### config.mk
export PLATFORM = sky130hd
export DESIGN_NAME = activation_unit_flat
export DESIGN_NICKNAME = d
export VERILOG_FILES = /design/src/rtl/activation_unit_if.sv /design/src/rtl/activation_unit.sv /design/src/flat_wrapper.sv
export SDC_FILE = /design/constraint.sdc
export NUM_CORES = 1
export LEC_CHECK = 0
export ABC_CLOCK_PERIOD_IN_PS = 11060
export CAP_MARGIN = 20
export CORE_AREA = 2 2 413 415
export DETAILED_ROUTE_END_ITERATION = 8
export DIE_AREA = 0 0 415 417
export GPL_ROUTABILITY_DRIVEN = 0
export SLEW_MARGIN = 40
export SYNTH_ARGS = -nofsm -noshare
export SYNTH_HDL_FRONTEND = slang
export SYNTH_SLANG_ARGS = --single-unit
export TNS_END_PERCENT = 10
### constraint.sdc
create_clock -name clk -period 11.06 [get_ports clk]
set_input_delay 2.212 -clock clk [delete_from_list [all_inputs] [get_ports clk]]
set_output_delay 2.212 -clock clk [all_outputs]
set_load 0.005 [all_outputs]
### src/rtl/activation_unit_if.sv
// Bus bundle between the activation stage and its control/producer/consumer.
// N is the total element count (CHANNELS*MAP_WIDTH*MAP_WIDTH) of the attached unit.
interface activation_unit_if #(
  parameter int N      = 16,
  parameter int DATA_W = 32
);
  localparam int ZW = $clog2(N + 1);

  logic                     start;
  logic [1:0]               mode;
  logic [4:0]               leak_shift;
  logic signed [DATA_W-1:0] clip_val;
  logic [N*DATA_W-1:0]      input_map;
  logic [N*DATA_W-1:0]      output_map;
  logic                     busy;
  logic                     done;
  logic [ZW-1:0]            zero_count;

  modport master (
    output start, mode, leak_shift, clip_val, input_map,
    input  output_map, busy, done, zero_count
  );

  modport slave (
    input  start, mode, leak_shift, clip_val, input_map,
    output output_map, busy, done, zero_count
  );
endinterface

### src/rtl/activation_unit.sv
// Multi-lane activation stage: walks a flattened feature map LANES elements per
// cycle, applying ReLU / leaky ReLU / clipped ReLU / identity and counting zeros.
module activation_unit #(
  parameter int MAP_WIDTH = 4,
  parameter int CHANNELS  = 1,
  parameter int DATA_W    = 32,
  parameter int LANES     = 1
) (
  input  logic             clk,
  input  logic             reset,
  activation_unit_if.slave bus
);
  localparam int N  = CHANNELS * MAP_WIDTH * MAP_WIDTH;
  localparam int G  = N / LANES;
  localparam int GW = (G > 1) ? $clog2(G) : 1;
  localparam int ZW = $clog2(N + 1);

  generate
    if (N % LANES != 0) begin : g_bad_lanes
      $error("activation_unit: element count must be divisible by LANES");
    end
  endgenerate

  typedef enum logic [1:0] {S_IDLE, S_RUN, S_DONE} state_t;

  state_t                   state_q, state_d;
  logic [GW-1:0]            g_q, g_d;
  logic [1:0]               mode_q, mode_d;
  logic [4:0]               shift_q, shift_d;
  logic signed [DATA_W-1:0] clip_q, clip_d;
  logic [N*DATA_W-1:0]      out_q, out_d;
  logic [ZW-1:0]            zc_q, zc_d;

  logic [31:0]              elem_base;
  logic [LANES*DATA_W-1:0]  lane_out;
  logic [LANES-1:0]         lane_zero;
  logic [ZW-1:0]            zeros_in_group;
  logic                     busy_o, done_o;

  assign elem_base = 32'(g_q) * 32'(LANES);

  // One activation datapath per lane, all fed from the current group.
  generate
    for (genvar gi = 0; gi < LANES; gi++) begin : g_lane
      logic signed [DATA_W-1:0] x, y;

      assign x = bus.input_map[(elem_base + 32'(gi)) * DATA_W +: DATA_W];

      always_comb begin
        y = x;
        case (mode_q)
          2'd0: y = (x > 0) ? x : '0;
          2'd1: y = x[DATA_W-1] ? (x >>> shift_q) : x;
          2'd2: begin
            if (clip_q[DATA_W-1] || x[DATA_W-1]) y = '0;
            else if (x > clip_q)                 y = clip_q;
            else                                 y = x;
          end
          default: y = x;
        endcase
      end

      assign lane_out[gi*DATA_W +: DATA_W] = y;
      assign lane_zero[gi]                 = (y == '0);
    end
  endgenerate

  always_comb begin
    zeros_in_group = '0;
    for (int l = 0; l < LANES; l++) begin
      zeros_in_group = zeros_in_group + ZW'(lane_zero[l]);
    end
  end

  // State register
  always_ff @(posedge clk) begin
    if (!reset) begin
      state_q <= S_IDLE;
      g_q     <= '0;
      mode_q  <= '0;
      shift_q <= '0;
      clip_q  <= '0;
      out_q   <= '0;
      zc_q    <= '0;
    end else begin
      state_q <= state_d;
      g_q     <= g_d;
      mode_q  <= mode_d;
      shift_q <= shift_d;
      clip_q  <= clip_d;
      out_q   <= out_d;
      zc_q    <= zc_d;
    end
  end

  // Next-state and datapath update
  always_comb begin
    state_d = state_q;
    g_d     = g_q;
    mode_d  = mode_q;
    shift_d = shift_q;
    clip_d  = clip_q;
    out_d   = out_q;
    zc_d    = zc_q;
    case (state_q)
      S_RUN: begin
        for (int l = 0; l < LANES; l++) begin
          out_d[(elem_base + 32'(l)) * DATA_W +: DATA_W] = lane_out[l*DATA_W +: DATA_W];
        end
        zc_d = zc_q + zeros_in_group;
        if (g_q == GW'(G - 1)) begin
          state_d = S_DONE;
        end else begin
          g_d = g_q + 1'b1;
        end
      end
      default: begin
        // Parameters are captured only here, so a start seen mid-run has no effect.
        if (bus.start) begin
          state_d = S_RUN;
          g_d     = '0;
          zc_d    = '0;
          mode_d  = bus.mode;
          shift_d = bus.leak_shift;
          clip_d  = bus.clip_val;
        end
      end
    endcase
  end

  // Outputs
  always_comb begin
    busy_o = 1'b0;
    done_o = 1'b0;
    case (state_q)
      S_RUN:   busy_o = 1'b1;
      S_DONE:  done_o = 1'b1;
      default: ;
    endcase
  end

  assign bus.busy       = busy_o;
  assign bus.done       = done_o;
  assign bus.output_map = out_q;
  assign bus.zero_count = zc_q;

endmodule
### src/flat_wrapper.sv
// flat-port wrapper written by rule: the top's interface ports become plain ports
module activation_unit_flat 
#(
  parameter int MAP_WIDTH = 4,
  parameter int CHANNELS  = 1,
  parameter int DATA_W    = 32,
  parameter int LANES     = 1
)
  (clk, reset, bus_start, bus_mode, bus_leak_shift, bus_clip_val, bus_input_map, bus_output_map, bus_busy, bus_done, bus_zero_count);
  activation_unit_if #(.DATA_W(DATA_W)) bus_i ();
  input  logic clk;
  input  logic reset;
  input wire logic [$bits(bus_i.start)-1:0] bus_start;
  input wire logic [$bits(bus_i.mode)-1:0] bus_mode;
  input wire logic [$bits(bus_i.leak_shift)-1:0] bus_leak_shift;
  input wire logic [$bits(bus_i.clip_val)-1:0] bus_clip_val;
  input wire logic [$bits(bus_i.input_map)-1:0] bus_input_map;
  output wire logic [$bits(bus_i.output_map)-1:0] bus_output_map;
  output wire logic [$bits(bus_i.busy)-1:0] bus_busy;
  output wire logic [$bits(bus_i.done)-1:0] bus_done;
  output wire logic [$bits(bus_i.zero_count)-1:0] bus_zero_count;
  assign bus_i.start = bus_start;
  assign bus_i.mode = bus_mode;
  assign bus_i.leak_shift = bus_leak_shift;
  assign bus_i.clip_val = bus_clip_val;
  assign bus_i.input_map = bus_input_map;
  assign bus_output_map = bus_i.output_map;
  assign bus_busy = bus_i.busy;
  assign bus_done = bus_i.done;
  assign bus_zero_count = bus_i.zero_count;
  activation_unit #(.MAP_WIDTH(MAP_WIDTH), .CHANNELS(CHANNELS), .DATA_W(DATA_W), .LANES(LANES)) u_core (.clk(clk), .reset(reset), .bus(bus_i));
endmodule
# ---- Word-level counts from Yosys, hierarchy flattened
# Index checks and enable logic that the tools add are counted.
dict set report word_totals {
  ramBits 0
  latch_bits 0
  n_memories 0
  rom_bits 0
  reg_bits 562
}
dict set report op_classes {
  n_bitwise 1
  addsub 3
  n_shift 4
  muxes 16
  n_eq_ne 7
  div 0
  reduce_logical 7
  multipliers 0
  n_lt_le_gt_ge 2
}
# operator count
set ops {}
lappend ops {{512-bit bitwise mux} 1}
lappend ops {{32-bit by 34-bit variable shift with 512-bit output, first input constant} 1}
lappend ops {{32-bit by 34-bit variable part select with 512-bit output} 1}
lappend ops {{512-bit by 10-bit variable part select with 32-bit output} 1}
lappend ops {{32-bit two-way mux} 4}
lappend ops {{32-bit case mux with 3 select lines} 1}
lappend ops {{9-bit negation with 34-bit output} 1}
lappend ops {{32-bit by 1-bit greater-than comparator with 1-bit output, second input constant} 1}
lappend ops {{32-bit greater-than comparator} 1}
lappend ops {{32-bit zero test} 1}
lappend ops {{32-bit by 5-bit >>> shifter with 32-bit output} 1}
lappend ops {{4-bit two-way mux} 3}
lappend ops {{5-bit two-way mux} 2}
lappend ops {{2-bit two-way mux} 3}
lappend ops {{2-bit AND reduction} 3}
lappend ops {{5-bit by 1-bit adder with 5-bit output} 1}
lappend ops {{4-bit by 1-bit adder with 4-bit output, second input constant} 1}
lappend ops {{2-bit by 1-bit equality test with 1-bit output, second input constant} 2}
lappend ops {{2-bit equality test, second input constant} 2}
lappend ops {{4-bit equality test, second input constant} 1}
lappend ops {{2-bit zero test} 1}
lappend ops {{1-bit two-way mux} 2}
lappend ops {{2-bit by 1-bit inequality test with 1-bit output, second input constant} 1}
lappend ops {{2-bit inequality test, second input constant} 1}
lappend ops {{3 further kinds} 3}

# ---- Longest topological paths before layout
dict set report logic_depth {
  depth_word 8
  depth_mapped 31
  depth_no_buf 24
}

# ---- Worst setup path before layout
# No wires, ideal clock.
dict set report synth_timing {
  path_kind {in2reg}
  startpoint {input port bus_input_map[176]}
  endpoint {register u_core.zc_q[4], in the netlist u_core.bus.zero_count[4]}
  path_stages 25
  n_path_buf 3
  setup_slack_ps 3628
  setup_ps 70
  arrival_ps 7362
  required_time_ps 10990
  cell_sequence {mux4_2 -> or2_0 -> a21oi_1 -> or2_0 -> clkbuf_1 -> inv_1 -> ha_1 -> a21o_1 -> a221o_1 -> a211o_1 -> o21a_1 -> a211oi_1 -> buf_2 -> o21bai_1 -> clkbuf_1 -> a221o_1 -> a221o_1 -> nor3_1 -> nand4_1 -> nor3_2 -> ha_1 -> ha_1 -> nand3_1 -> or3_1 -> a21oi_1}
}
dict set report synth_via {
  elab_chain_len 8
  elab_cells_between_ends 12
  classes_between {1 x add/sub; 2 x order compare; 2 x shift; 6 x mux; 1 x reduce/logical}
}
# element line
set synth_lines {}
lappend synth_lines {{from (decl)} flat_wrapper.sv:17} ;# input wire logic [$bits(bus_i.input_map)-1:0] bus_input_map;
lappend synth_lines {{512-bit by 10-bit variable part select with 32-bit output (*)} activation_unit.sv:47} ;# assign x = bus.input_map[(elem_base + 32'(gi)) * DATA_W +: DATA_W];
lappend synth_lines {{32-bit greater-than comparator} activation_unit.sv:56} ;# else if (x > clip_q) y = clip_q;
lappend synth_lines {{32-bit two-way mux} activation_unit.sv:56}
lappend synth_lines {{32-bit two-way mux} activation_unit.sv:55} ;# if (clip_q[DATA_W-1] || x[DATA_W-1]) y = '0;
lappend synth_lines {{32-bit case mux with 3 select lines (*)} activation_unit.sv:51} ;# case (mode_q)
lappend synth_lines {{32-bit zero test (*)} activation_unit.sv:64} ;# assign lane_zero[gi] = (y == '0);
lappend synth_lines {{5-bit by 1-bit adder with 5-bit output (*)} activation_unit.sv:110} ;# zc_d = zc_q + zeros_in_group;
lappend synth_lines {{5-bit two-way mux (*)} activation_unit.sv:105} ;# case (state_q)
lappend synth_lines {{to (signal assigned)} activation_unit.sv:92} ;# zc_q <= zc_d;
lappend synth_lines {{to (decl)} activation_unit.sv:32} ;# logic [ZW-1:0] zc_q, zc_d;
# Every way passes the cells marked *; elsewhere a longest branch is shown, timed or not.
# A chain may end at the register's enable or synchronous reset.

# ---- Worst setup path after layout
dict set report layout_timing {
  startpoint {input port bus_input_map[159]}
  endpoint {register u_core.zc_q[4], in the netlist u_core.bus.zero_count[4]}
}
# Same word-level chain as after synthesis.

==> results.sh <==
export IMPL_dp_cells=6739
export IMPL_ys_seq_elements=562
export IMPL_status="finished, final reports clean"
export IMPL_p_leak_nw=14.5
export IMPL_path_delay_family="simple AND/OR/NAND/NOR gates"
export IMPL_synth_area_per_cell_um2=8.00
export IMPL_stdcell_area_mm2=0.0447
export IMPL_skew_ns=0.0363
export IMPL_dr_pass1_iters=6
export IMPL_tightest_slew_ns=0.919
export IMPL_avgRoutedWirePerCell_um=27.9
export IMPL_drc=0
export IMPL_tritoncts="yes"
export IMPL_syn2layout_area_growth_pct=52.6
export IMPL_post_cts_buffers=0
export IMPL_final_nets=5176
export IMPL_clock_tree_htree_level_count=2
export IMPL_cts_sinks=562
export IMPL_powerDensity_mw_per_mm2=116
export IMPL_globalRouteTotalUtil=0.209
export IMPL_routed_via_density=4.91
export IMPL_n_fill_cell=18200
export IMPL_grt_pass1_wl_um=257000
export IMPL_ant_nets=0
export IMPL_netlist_cell_type_count=88
export IMPL_peakVddDrop_mv=0.116
export IMPL_worst_slack_ns=2.41
export IMPL_yosysSeqAreaShare=0.384
export IMPL_hold_violations=0
export IMPL_finalSetupTns_ns=0
export IMPL_synth_area_mm2=0.0293
export IMPL_startpoint_type="input pin"
export IMPL_worstPathRequired_ns=11.59
export IMPL_ff2ff_setup_slack_ns=2.69
export IMPL_synth_common_cells="nand2_1, dfxtp_1, a21oi_1, nor2_1, clkbuf_1"
export IMPL_coreArea_mm2=0.169
export IMPL_pre_cts_ws_ns=1.88
export IMPL_synth_top_area_share=0.384
export IMPL_grt_pass1_vias=31100
export IMPL_grt_start_max_net_pins=207
export IMPL_end_kind="register"
export IMPL_finalNonFillerCells=6879
export IMPL_yosysMostFrequentCell="nand2_1"
export IMPL_initial_utilization=0.174
export IMPL_clock_latency_ns=0.69
export IMPL_placed_cell_area_mm2=0.0427
export IMPL_gr_total_overflow=0
export IMPL_reg2reg_from="u_core.g_q[2]$_SDFFE_PN0P_"
export IMPL_relSlewSlack=0.387
export IMPL_slowest_delay_ns=0.76
export IMPL_cts_buffers=59
export IMPL_post_route_min_period_ns=8.65
export IMPL_min_to="u_core.bus.output_map[380]$_SDFFE_PN0P_"
export IMPL_worstSetupPathType="input pin to register"
export IMPL_synth_cells=3663
export IMPL_whs_path_depth=2
export IMPL_clk_path_buf_depth=3
export IMPL_async_flop_share=0
export IMPL_path_buf_inv=3
export IMPL_multi_input_area_mm2=0.0167
export IMPL_worst_r2r_endpoint="u_core.bus.zero_count[4]$_SDFFE_PN0P_"
export IMPL_clock_root_buffer="clkbuf_16"
export IMPL_die_x_um=415
export IMPL_cp_max_fo=17
export IMPL_cap_viol_max_count=0
export IMPL_ys_flop_type="dfxtp_1"
export IMPL_grt_antenna_before_repair=72
export IMPL_row_count=151
export IMPL_crit_slowest_cell="nor4_1"
export IMPL_slew_violations=0
export IMPL_dieArea_mm2=0.173
export IMPL_cts_resized=0
export IMPL_num_io_pins=1073
export IMPL_ctsHoldBuffers=0
export IMPL_synth_edf_count=0
export IMPL_wirelength_um=192000
export IMPL_regArea_mm2=0.0113
export IMPL_fmax_mhz=116
export IMPL_dp_hpwl_um=149000
export IMPL_fin_crit_sh=0.782
export IMPL_drt_iter0_drc=4616
export IMPL_dieHeight_um=417
export IMPL_vias=33800
export IMPL_path_clk_slew_ns=0.06
export IMPL_portBuffers=1072
export IMPL_setup_viol=0
export IMPL_cp_arrival_ns=9.18
export IMPL_yosysTopAreaCell="dfxtp_1"
export IMPL_synth_nets=4255
export IMPL_layout_drive_gt1_share=0.0844
export IMPL_hp_class="register to register"
export IMPL_ys_top_cells_by_area="dfxtp_1, nand2_1, a21oi_1"
export IMPL_reg2reg_depth=25
export IMPL_rsz0062_at_grt="false"
export IMPL_worstHoldStart="u_core.bus.output_map[380]$_SDFFE_PN0P_"
export IMPL_synth_warning_count=0
-- per-stage QoR --
stage                     hold slack [ns]   util  total power, mW
final                               0.449  0.265             5.19
after global routing                0.466  0.265             5.34
after CTS                           0.451  0.264             5.20
after detailed placement            0.442  0.253             3.23
after global placement              0.438  0.251             3.21
after floorplan                     0.445      -             2.57
-- layout by cell type (no fill, tap or decap), types with 8 or more instances in the layout --
cell | synthesis | final
a211oi_1 | 80 | 78
a21oi_1 | 438 | 434
a22o_1 | 8 | 8
a22oi_1 | 64 | 64
and2_1 | 59 | 56
and3_1 | 19 | 18
buf_4 | 17 | 94
clkbuf_1 | 252 | 17
clkbuf_16 | 0 | 59
clkbuf_8 | 0 | 10
clkdlybuf4s50_1 | 0 | 1071
clkinv_2 | 0 | 12
dfxtp_1 | 562 | 558
diode_2 | 0 | 31
ha_1 | 38 | 37
inv_1 | 52 | 49
mux2_2 | 32 | 32
mux2i_1 | 129 | 129
mux4_1 | 12 | 12
mux4_2 | 74 | 74
nand2_1 | 829 | 826
nand2b_1 | 13 | 12
nand3_1 | 143 | 142
nand4_1 | 82 | 82
nor2_1 | 263 | 234
nor2_2 | 0 | 21
nor2_4 | 0 | 8
nor2b_1 | 16 | 13
nor3_1 | 38 | 38
o211ai_1 | 16 | 16
o21a_1 | 45 | 45
o21ai_0 | 92 | 90
o22ai_1 | 17 | 17
or3_1 | 36 | 36
-- kinds of logic after synthesis --
group | synth area share
AO/OA/AOI/OAI | 0.187
buffers and inverters | 0.0547
adder cells (fa/ha/maj) | 0.0162
AND/OR/NAND/NOR | 0.232
multiplexers | 0.125
flip-flops | 0.384
XOR/XNOR | 0.000897
-- where the power goes --
part | leakage [nW] | total [mW] | switching (mW) | internal [mW]
logic | 9.01 | 1.15 | 0.715 | 0.437
clock network | 0.917 | 1.97 | 0.894 | 1.08
registers | 4.54 | 2.07 | 0.0242 | 2.04
total | 14.5 | 5.19 | 1.63 | 3.56
-- cell type report --
| class | count | area share |
|---|---|---|
| timing repair buffer | 1181 | 0.263 |
| antenna | 31 | 0.00174 |
| multi-input combinational | 2722 | 0.374 |
| sequential | 562 | 0.252 |
| tap | 2218 | 0.0621 |
| clock inverter | 21 | 0.00426 |
| clock buffer | 86 | 0.0375 |
| inverter | 58 | 0.00507 |
-- state kept, by name, indices dropped and copies added, names as in the netlist --
register,cells
u_core.bus.zero_count,5
u_core.bus.output_map,512
u_core.state_q,2
u_core.clip_q,32
u_core.g_q,4
u_core.mode_q,2
u_core.shift_q,5
-- how the worst max path moves through the flow --
| stage | from | to | slack (ns) | cells after the start |
|---|---|---|---|---|
| 6_report | bus_input_map[159] | u_core.bus.zero_count[4]$_SDFFE_PN0P_ | 2.41 | 25 |
| 5_1_grt | bus_input_map[31] | u_core.bus.zero_count[4]$_SDFFE_PN0P_ | 2.10 | 25 |
| 4_1_cts | bus_input_map[112] | u_core.bus.zero_count[4]$_SDFFE_PN0P_ | 2.59 | 26 |
| 3_5_place_dp | bus_input_map[112] | u_core.bus.zero_count[4]$_SDFFE_PN0P_ | 1.88 | 26 |
| 3_3_place_gp | bus_input_map[80] | u_core.bus.zero_count[4]$_SDFFE_PN0P_ | 1.87 | 26 |
| 2_1_floorplan | bus_input_map[176] | u_core.bus.zero_count[4]$_SDFFE_PN0P_ | 3.63 | 25 |
-- metal layers --
metal	vias up	track usage	wire [um]
met5	-	0	379
met4	56	0.0940	9410
met3	483	0.0696	21000
met2	2227	0.326	85000
met1	16200	0.262	76200
li1	14800	-	-
-- worst register-to-register path: stages, from the launching register on --
cell	delay, ns
dfxtp_4	0.81
buf_4	0.77
mux2i_1	0.22
a22oi_1	0.56
nand3_1	0.28
and2_1	0.46
ha_1	0.42
nand4b_1	0.27
nor4_1	0.76
and2_1	0.24
o41ai_2	0.14
a211oi_1	0.27
buf_4	0.23
o21bai_1	0.09
buf_4	0.19
a221o_1	0.35
a221o_2	0.59
nor3_1	0.28
nand4_1	0.13
nor3_2	0.22
ha_1	0.20
ha_1	0.20
nand3_1	0.10
and2_1	0.17
o21ai_0	0.20
a21oi_1	0.09
Power figures use the tool's default switching activity.
